<file path="src/rtl/nonce_result_writer.sv">
`default_nettype none
// ============================================================================
// Module   : nonce_result_writer
// Brief    : Snapshots ho[0] of every nonce core on capture and streams the
//            words to result memory at output_addr + nonce index, then pulses
//            done. Optional macro HASH_TARGET_CMP_EN adds a target compare.
// Revision : 1.0 - initial release
// ============================================================================
module nonce_result_writer #(
  parameter int NUM_NONCES = 16,
  parameter int ADDR_W     = 16
) (
  input  logic                       clk,
  input  logic                       reset_n,
  input  logic                       capture,
  input  logic [NUM_NONCES*32-1:0]   h0_in,
  input  logic [ADDR_W-1:0]          output_addr,
  input  logic                       mem_ready,
`ifdef HASH_TARGET_CMP_EN
  input  logic [31:0]                target,
  output logic                       found,
  output logic [7:0]                 found_nonce,
`endif
  output logic                       mem_we,
  output logic [ADDR_W-1:0]          mem_addr,
  output logic [31:0]                mem_write_data,
  output logic                       busy,
  output logic                       done
);

  localparam int IDXW = $clog2(NUM_NONCES) + 1;

  typedef enum logic [1:0] {
    S_IDLE  = 2'd0,
    S_WRITE = 2'd1,
    S_DONE  = 2'd2
  } state_t;

  state_t              r_state;
  state_t              w_state_nxt;

  logic [IDXW-1:0]     r_idx;
  logic [ADDR_W-1:0]   r_base;
  logic [31:0]         r_snap [NUM_NONCES];
  logic                r_mem_we;
  logic [ADDR_W-1:0]   r_mem_addr;
  logic [31:0]         r_mem_data;
  logic                r_busy;
  logic                r_done;

  logic                w_take;
  logic                w_accept;
  logic                w_last;
  logic [IDXW-1:0]     w_next_idx;
  logic [31:0]         w_next_data;

  always_ff @(posedge clk or negedge reset_n) begin
    if (!reset_n) begin
      r_state <= S_IDLE;
    end else begin
      r_state <= w_state_nxt;
    end
  end

  always_comb begin
    w_state_nxt = r_state;
    w_take      = 1'b0;
    w_accept    = r_mem_we & mem_ready;
    w_last      = (r_idx == IDXW'(NUM_NONCES - 1));
    case (r_state)
      S_IDLE: begin
        if (capture) begin
          w_take      = 1'b1;
          w_state_nxt = S_WRITE;
        end
      end
      S_WRITE: begin
        if (w_accept && w_last) begin
          w_state_nxt = S_DONE;
        end
      end
      S_DONE: begin
        w_state_nxt = S_IDLE;
      end
      default: begin
        w_state_nxt = S_IDLE;
      end
    endcase
  end

  // Word for the following index is looked up ahead so address/data stay registered.
  always_comb begin
    w_next_idx  = r_idx + IDXW'(1);
    w_next_data = 32'd0;
    for (int i = 0; i < NUM_NONCES; i++) begin
      if (w_next_idx == IDXW'(i)) begin
        w_next_data = r_snap[i];
      end
    end
  end

  always_ff @(posedge clk or negedge reset_n) begin
    if (!reset_n) begin
      r_idx      <= '0;
      r_base     <= '0;
      r_mem_we   <= 1'b0;
      r_mem_addr <= '0;
      r_mem_data <= 32'd0;
      r_busy     <= 1'b0;
      r_done     <= 1'b0;
      for (int i = 0; i < NUM_NONCES; i++) begin
        r_snap[i] <= 32'd0;
      end
    end else begin
      r_done <= 1'b0;
      if (w_take) begin
        r_base     <= output_addr;
        r_idx      <= '0;
        r_busy     <= 1'b1;
        r_mem_we   <= 1'b1;
        r_mem_addr <= output_addr;
        r_mem_data <= h0_in[31:0];
        for (int i = 0; i < NUM_NONCES; i++) begin
          r_snap[i] <= h0_in[i*32 +: 32];
        end
      end else if (r_state == S_WRITE && w_accept) begin
        r_idx <= w_next_idx;
        if (w_last) begin
          r_mem_we <= 1'b0;
          r_busy   <= 1'b0;
          r_done   <= 1'b1;
        end else begin
          r_mem_addr <= r_base + ADDR_W'(w_next_idx);
          r_mem_data <= w_next_data;
        end
      end
    end
  end

`ifdef HASH_TARGET_CMP_EN
  logic [31:0] r_target;
  logic        r_found;
  logic [7:0]  r_found_nonce;

  // Only the first hit is recorded, so the lowest nonce below target wins.
  always_ff @(posedge clk or negedge reset_n) begin
    if (!reset_n) begin
      r_target      <= 32'd0;
      r_found       <= 1'b0;
      r_found_nonce <= 8'd0;
    end else if (w_take) begin
      r_target      <= target;
      r_found       <= 1'b0;
      r_found_nonce <= 8'd0;
    end else if (r_state == S_WRITE && w_accept && !r_found && (r_mem_data < r_target)) begin
      r_found       <= 1'b1;
      r_found_nonce <= 8'(r_idx);
    end
  end

  assign found       = r_found;
  assign found_nonce = r_found_nonce;
`endif

  assign mem_we         = r_mem_we;
  assign mem_addr       = r_mem_addr;
  assign mem_write_data = r_mem_data;
  assign busy           = r_busy;
  assign done           = r_done;

endmodule
`default_nettype wire

</file>
<file path="config.mk">
export PLATFORM = sky130hd
export DESIGN_NAME = nonce_result_writer
export DESIGN_NICKNAME = d
export VERILOG_FILES = /design/src/rtl/nonce_result_writer.sv
export SDC_FILE = /design/constraint.sdc
export NUM_CORES = 1
export LEC_CHECK = 0
export BUFFER_PORTS_ARGS = -buffer_cell sky130_fd_sc_hd__buf_4
export CAP_MARGIN = 25
export CORE_UTILIZATION = 50
export DETAILED_ROUTE_END_ITERATION = 7
export HOLD_SLACK_MARGIN = 0.1
export PLACE_DENSITY = 0.78
export SLEW_MARGIN = 10
export SYNTH_ARGS = -nofsm -noshare
export SYNTH_HDL_FRONTEND = slang
export SYNTH_SLANG_ARGS = --single-unit
</file>
<file path="constraint.sdc">
create_clock -name clk -period 2.85 [get_ports clk]
set_clock_uncertainty 0.05 [all_clocks]
set_input_delay 0.285 -clock clk [delete_from_list [all_inputs] [get_ports clk]]
set_output_delay 0.285 -clock clk [all_outputs]
set_load 0.01 [all_outputs]
</file>
# == After elaboration in Yosys (flattened, before gate mapping) ==
# Cells that the tools add are included.
# totals
reg_bits,585
latchBits,0
mem_bits_rw,0
romBits,0
in_bits,532
out_inout_bits,51
wordCells,90
memories,0
# classes
n_addsub,2
multipliers,0
n_div,0
n_lt_le_gt_ge,0
eq_ne,20
shifts,0
mux,35
bitwise_logic,1
reduce_logical,9
# op_table
cell,n
2-to-1 mux 32 bit,19
2-to-1 mux 16 bit,3
equality test 5 x 4 -> 1 bit (second input constant),9
equality test 5 x 3 -> 1 bit (second input constant),4
adder 16 x 5 -> 16 bit,1
equality test 5 x 2 -> 1 bit (second input constant),2
2-to-1 mux 5 bit,2
2-to-1 mux 1 bit,8
!= test 2 bit (second input constant),3
AND reduction 2 bit,3
adder 5 x 1 -> 5 bit (second input constant),1
equality test 5 x 1 -> 1 bit (second input constant),1
zero test 5 bit,1
2-to-1 mux 2 bit,2
case mux 2 bit (2 select lines),1
nonzero test 2 bit,2
equality test 2 x 1 -> 1 bit (second input constant),1
logical AND 1 bit,2
zero test 2 bit,1
AND 1 bit,1

# == Longest topological paths before layout ==
# depth
ltp_word,21
mapped_depth,14
depth_no_buf,11

# == Worst setup path after synthesis ==
# No wires, ideal clock.
# synth_timing
path_type,register to register
from,register r_idx[0]
to,"register r_mem_data[29], in the netlist mem_write_data[29]"
setup_ns,0.134
t_arrival_ns,2.566
t_required_ns,2.666
slack_ns,0.101
path_stages_with_launch,13
n_path_buf,3
synth_period_minus_slack_ns,2.749
path_cell_list,dfrtp_1 ha_1 nand2_1 nor2_1 ha_1 buf_2 nand2_1 buf_2 clkbuf_1 o2111ai_1 o221ai_1 a2111oi_0 o21ai_1
# synth_between
elab_chain_cells,21
word_cells_on_any_way,39
classes_between,add/sub (1); eq/ne (17); mux (19); reduce/logical (2)
# synth_rtl
item,line,text
from (decl),42,logic [IDXW-1:0] r_idx;
from (signal assigned),127,r_idx <= w_next_idx;
adder 5 x 1 -> 5 bit,93,w_next_idx = r_idx + IDXW'(1);
zero test 5 bit,96,if (w_next_idx == IDXW'(i)) begin
2-to-1 mux 32 bit (16 in series),96,
2-to-1 mux 32 bit,128,if (w_last) begin
2-to-1 mux 32 bit,126,end else if (r_state == S_WRITE && w_accept) begin
2-to-1 mux 32 bit,116,if (w_take) begin
to (signal assigned),122,r_mem_data <= h0_in[31:0];
to (signal assigned),134,r_mem_data <= w_next_data;
to (decl),47,logic [31:0] r_mem_data;
# Several ways; a longest one is shown, not always the timed one. The select of a mux whose other input is x is not followed.
# A chain may end at the register's enable or synchronous reset.

# == Final worst setup path ==
# layout_timing
from,register r_idx[1]
to,"register r_mem_data[18], in the netlist mem_write_data[18]"
# Same word-level chain as after synthesis.

==> flow_summary_export.csv <==
group,metric,value,unit
clocking,clockBufferDepth,3,
floorplanning,core_area,55400,um^2
critical_path,worstSetupPathType,"register to register",
logic_synthesis,synth_edf_count,0,
critical_path,crit_path_frequent_cell,"buf_4",
critical_path,cp-end-kind,"register",
route,num_vias,34300,
status,status,"finished, violations left",
min_path,hold_class,"primary input to async pin",
clocking,numCtsBuffers,59,
floorplanning,start_util,50.9,%
clocking,cts_tree,"yes",
sta,relSlewSlack,29.6,%
logic_synthesis,ys.flop_type,"dfrtp_1",
power,ir_worst_vdd,0.568,mV
route,wl_per_cell,27.0,um
critical_path,crit_slowest_cell,"a2111oi_4",
route,vias_per_cell,6.26,
route,drc_errors,0,
place,place_area,35300,um^2
global_routing,grt_overflow,0,
route,drt-total-wl,148000,um
logic_synthesis,yosysUniqueCellTypes,93,
critical_path,critical_path.cell_chain,"ha_2, nand2_2, nor2_4, ha_4, buf_12, nand2_2, buf_4, buf_4, o2111ai_1, a32oi_1, buf_4, a2111oi_4, o31ai_4",
sta,finalSetupTns,-2.37,ns
place,gp_congestion,1.06,
logic_synthesis,synth_warnings,0,
sta,rsz0062_at_grt,"yes",
sta,setup_viol,27,
cells_and_area,final_common_cell,"nand2_1",
global_routing,grt_max_degree,189,
critical_path,cpPeakStageDelay,0.65,ns
status,violations,"negative setup slack",
cells_and_area,fin_nets,5207,
cells_and_area,drive_above_1_share,25.2,%
logic_synthesis,ys_async_sr_fraction,100,%
global_routing,grt.total_usage,50.5,%
global_routing,antenna_found_initial,16,
clocking,clock_latency,0.65,ns
critical_path,cp_max_fo,14,
sta,fin_ws,-0.338,ns
cells_and_area,final_cell_count_no_fill,5472,
power,totalPowerFinal,40.6,mW
sta,fin_hold_ws,0.155,ns
clocking,clkTransAtPathRegs,0.07,ns
flow_run,maxCapViolations,0,
logic_synthesis,syn_area,28200,um^2
sta,hold_violations,0,
floorplanning,die_h,240,um
clocking,h-tree-depth,2,
critical_path,arrival,3.63,ns
power,pwr_density_cell,922,nW/um^2
critical_path,critPathRequiredTime,3.30,ns
logic_synthesis,syn_inst,3393,
cells_and_area,finalInstanceArea,44000,um^2
power,cellLeakagePower,22.0,nW
route,dr.pass1.iters,6,
clocking,cts_sinks,585,
floorplanning,dieArea,57400,um^2
route,ant_nets,0,
critical_path,start_kind,"register",
global_routing,grt_pass1_vias,34000,
route,drtIter0Drc,4858,
logic_synthesis,syn_nets,3937,
floorplanning,ios,583,
logic_synthesis,synth.avg_cell_area,8.31,um^2
sta,max_freq,314,MHz
floorplanning,num_rows,86,
floorplanning,die_w,240,um
place,dpl.hpwl,92400,um
sta,period_minus_slack,3.19,ns
sta,slew_violations,0,
global_routing,grt_pass1_wl,212000,um
sta,worst_pin_slew,1.06,ns
sta,period_share,112,%
place,portBuffers,582,
logic_synthesis,ys_seq_area_share,51.9,%
cells_and_area,final_cell_mix,"nand2_1, buf_4, dfrtp_1",
place,dp.cells,4787,
clocking,clock-root-buffer,"clkbuf_16",
cells_and_area,syn_to_final_growth,56.0,%
logic_synthesis,synth-seq-cells,585,
## critical path, delay by kind of cell, from the launching register on
| family | cells | cell delay [ns] |
|---|---|---|
| and+or+nand+nor | 3 | 0.20 |
| DFF | 1 | 0.40 |
| buffers and inverters | 4 | 0.64 |
| adders and majority gates | 2 | 0.55 |
| AOI/OAI and AO/OA | 4 | 1.18 |
## registers in the layout (all words and copies together) (netlist names)
name	count
busy	1
done	1
mem_addr	16
mem_write_data	32
r_base	16
r_idx	5
r_snap	512
r_state	2
## through the flow
stage,util [%],worst slack [ns]
4_1_cts,77.6,-0.104
2_1_floorplan,-,0.101
6_report,79.4,-0.338
5_1_grt,79.4,-0.361
3_3_place_gp,63.7,-0.736
3_5_place_dp,63.7,-0.766
## routing by layer
metal / track usage, % / wire, um / vias up / part of all wire [%]
met5: 0.0866 / 37 / - / 0.025
met4: 38.3 / 13700 / 6 / 9.3
met2: 75.4 / 64300 / 3068 / 44
li1: - / - / 13900 / -
met3: 14.6 / 18600 / 929 / 13
met1: 61.8 / 50900 / 16300 / 35
## what timing repair did
item,4_1_cts,5_1_grt
hold buffers,538,0
setup buffers,5,27
hold endpoints to repair,699,0
cloned,0,5
setup endpoints to repair,28,38
pin swaps,13,71
gates resized for setup,38,137
## final timing paths
| kind | from | endpoint | slack (ns) | depth (start not counted) |
|---|---|---|---|---|
| max | r_idx[1] | mem_write_data[18] | -0.34 | 13 |
| min | reset_n | mem_addr[10] | 0.16 | 2 |
| max reg2reg | r_idx[1] | mem_write_data[18] | -0.34 | 13 |
| min reg2reg | r_state[1] | r_state[0] | 0.41 | 1 |
| max in group asynchronous | reset_n | r_snap[177] | 1.63 | 3 |
| min in group clk | mem_ready | r_idx[0] | 0.16 | 4 |
## cell type report
cell class	instances	area, um^2
Tap cell	748	936
Sequential cell	585	14600
Fill cell	3354	11400
Antenna cell	13	32.5
Clock inverter	18	248
Multi-Input combinational cell	2533	13300
Inverter	31	121
Clock buffer	91	1800
Timing Repair Buffer	1453	12900
## Yosys cell counts (all sizes together) (6+ instances only)
master / n / share of area (%)
a2111oi: 16 / 0.50
a211oi: 23 / 0.66
a21boi: 9 / 0.28
a21oi: 109 / 2.0
a221o: 17 / 0.60
a221oi: 13 / 0.45
a222oi: 6 / 0.21
a22oi: 28 / 0.75
a31oi: 14 / 0.36
a32oi: 18 / 0.56
and2: 20 / 0.45
and3: 27 / 0.60
buf: 95 / 1.8
clkbuf: 149 / 2.0
dfrtp: 585 / 52
ha: 11 / 0.49
inv: 29 / 0.39
mux2i: 7 / 0.25
nand2: 1661 / 22
nand2b: 11 / 0.24
nand3: 22 / 0.39
nand4: 16 / 0.35
nor2: 58 / 0.78
nor2b: 7 / 0.16
nor3: 17 / 0.40
o2111ai: 29 / 0.90
o211ai: 45 / 1.2
o21ai: 128 / 2.3
o221a: 26 / 1.0
o221ai: 29 / 0.92
o22ai: 17 / 0.38
o2bb2ai: 18 / 0.56
o31ai: 16 / 0.47
or3: 17 / 0.38
xnor2: 10 / 0.31
## cells by family (layout without fill, tap and decap cells)
logic type / count (synthesis) / after routing / share of synthesized area, %
multiplexers: 7 / 7 / 0.248
buffers and inverters: 275 / 1593 / 4.21
AND/OR/NAND/NOR: 1888 / 1888 / 26.9
flip-flops: 585 / 585 / 51.9
adder cells (fa/ha/maj): 12 / 12 / 0.559
AO/OA/AOI/OAI: 612 / 612 / 15.8
other: 0 / 13 / 0
XOR/XNOR: 14 / 14 / 0.435
## report_power, final
group / switching, mW / internal (mW)
clock: 3.56 / 4.80
sequential: 3.41 / 11.7
combinational: 10.0 / 7.04
total: 17.0 / 23.6
Note: power is estimated with default switching activity, not from simulation.
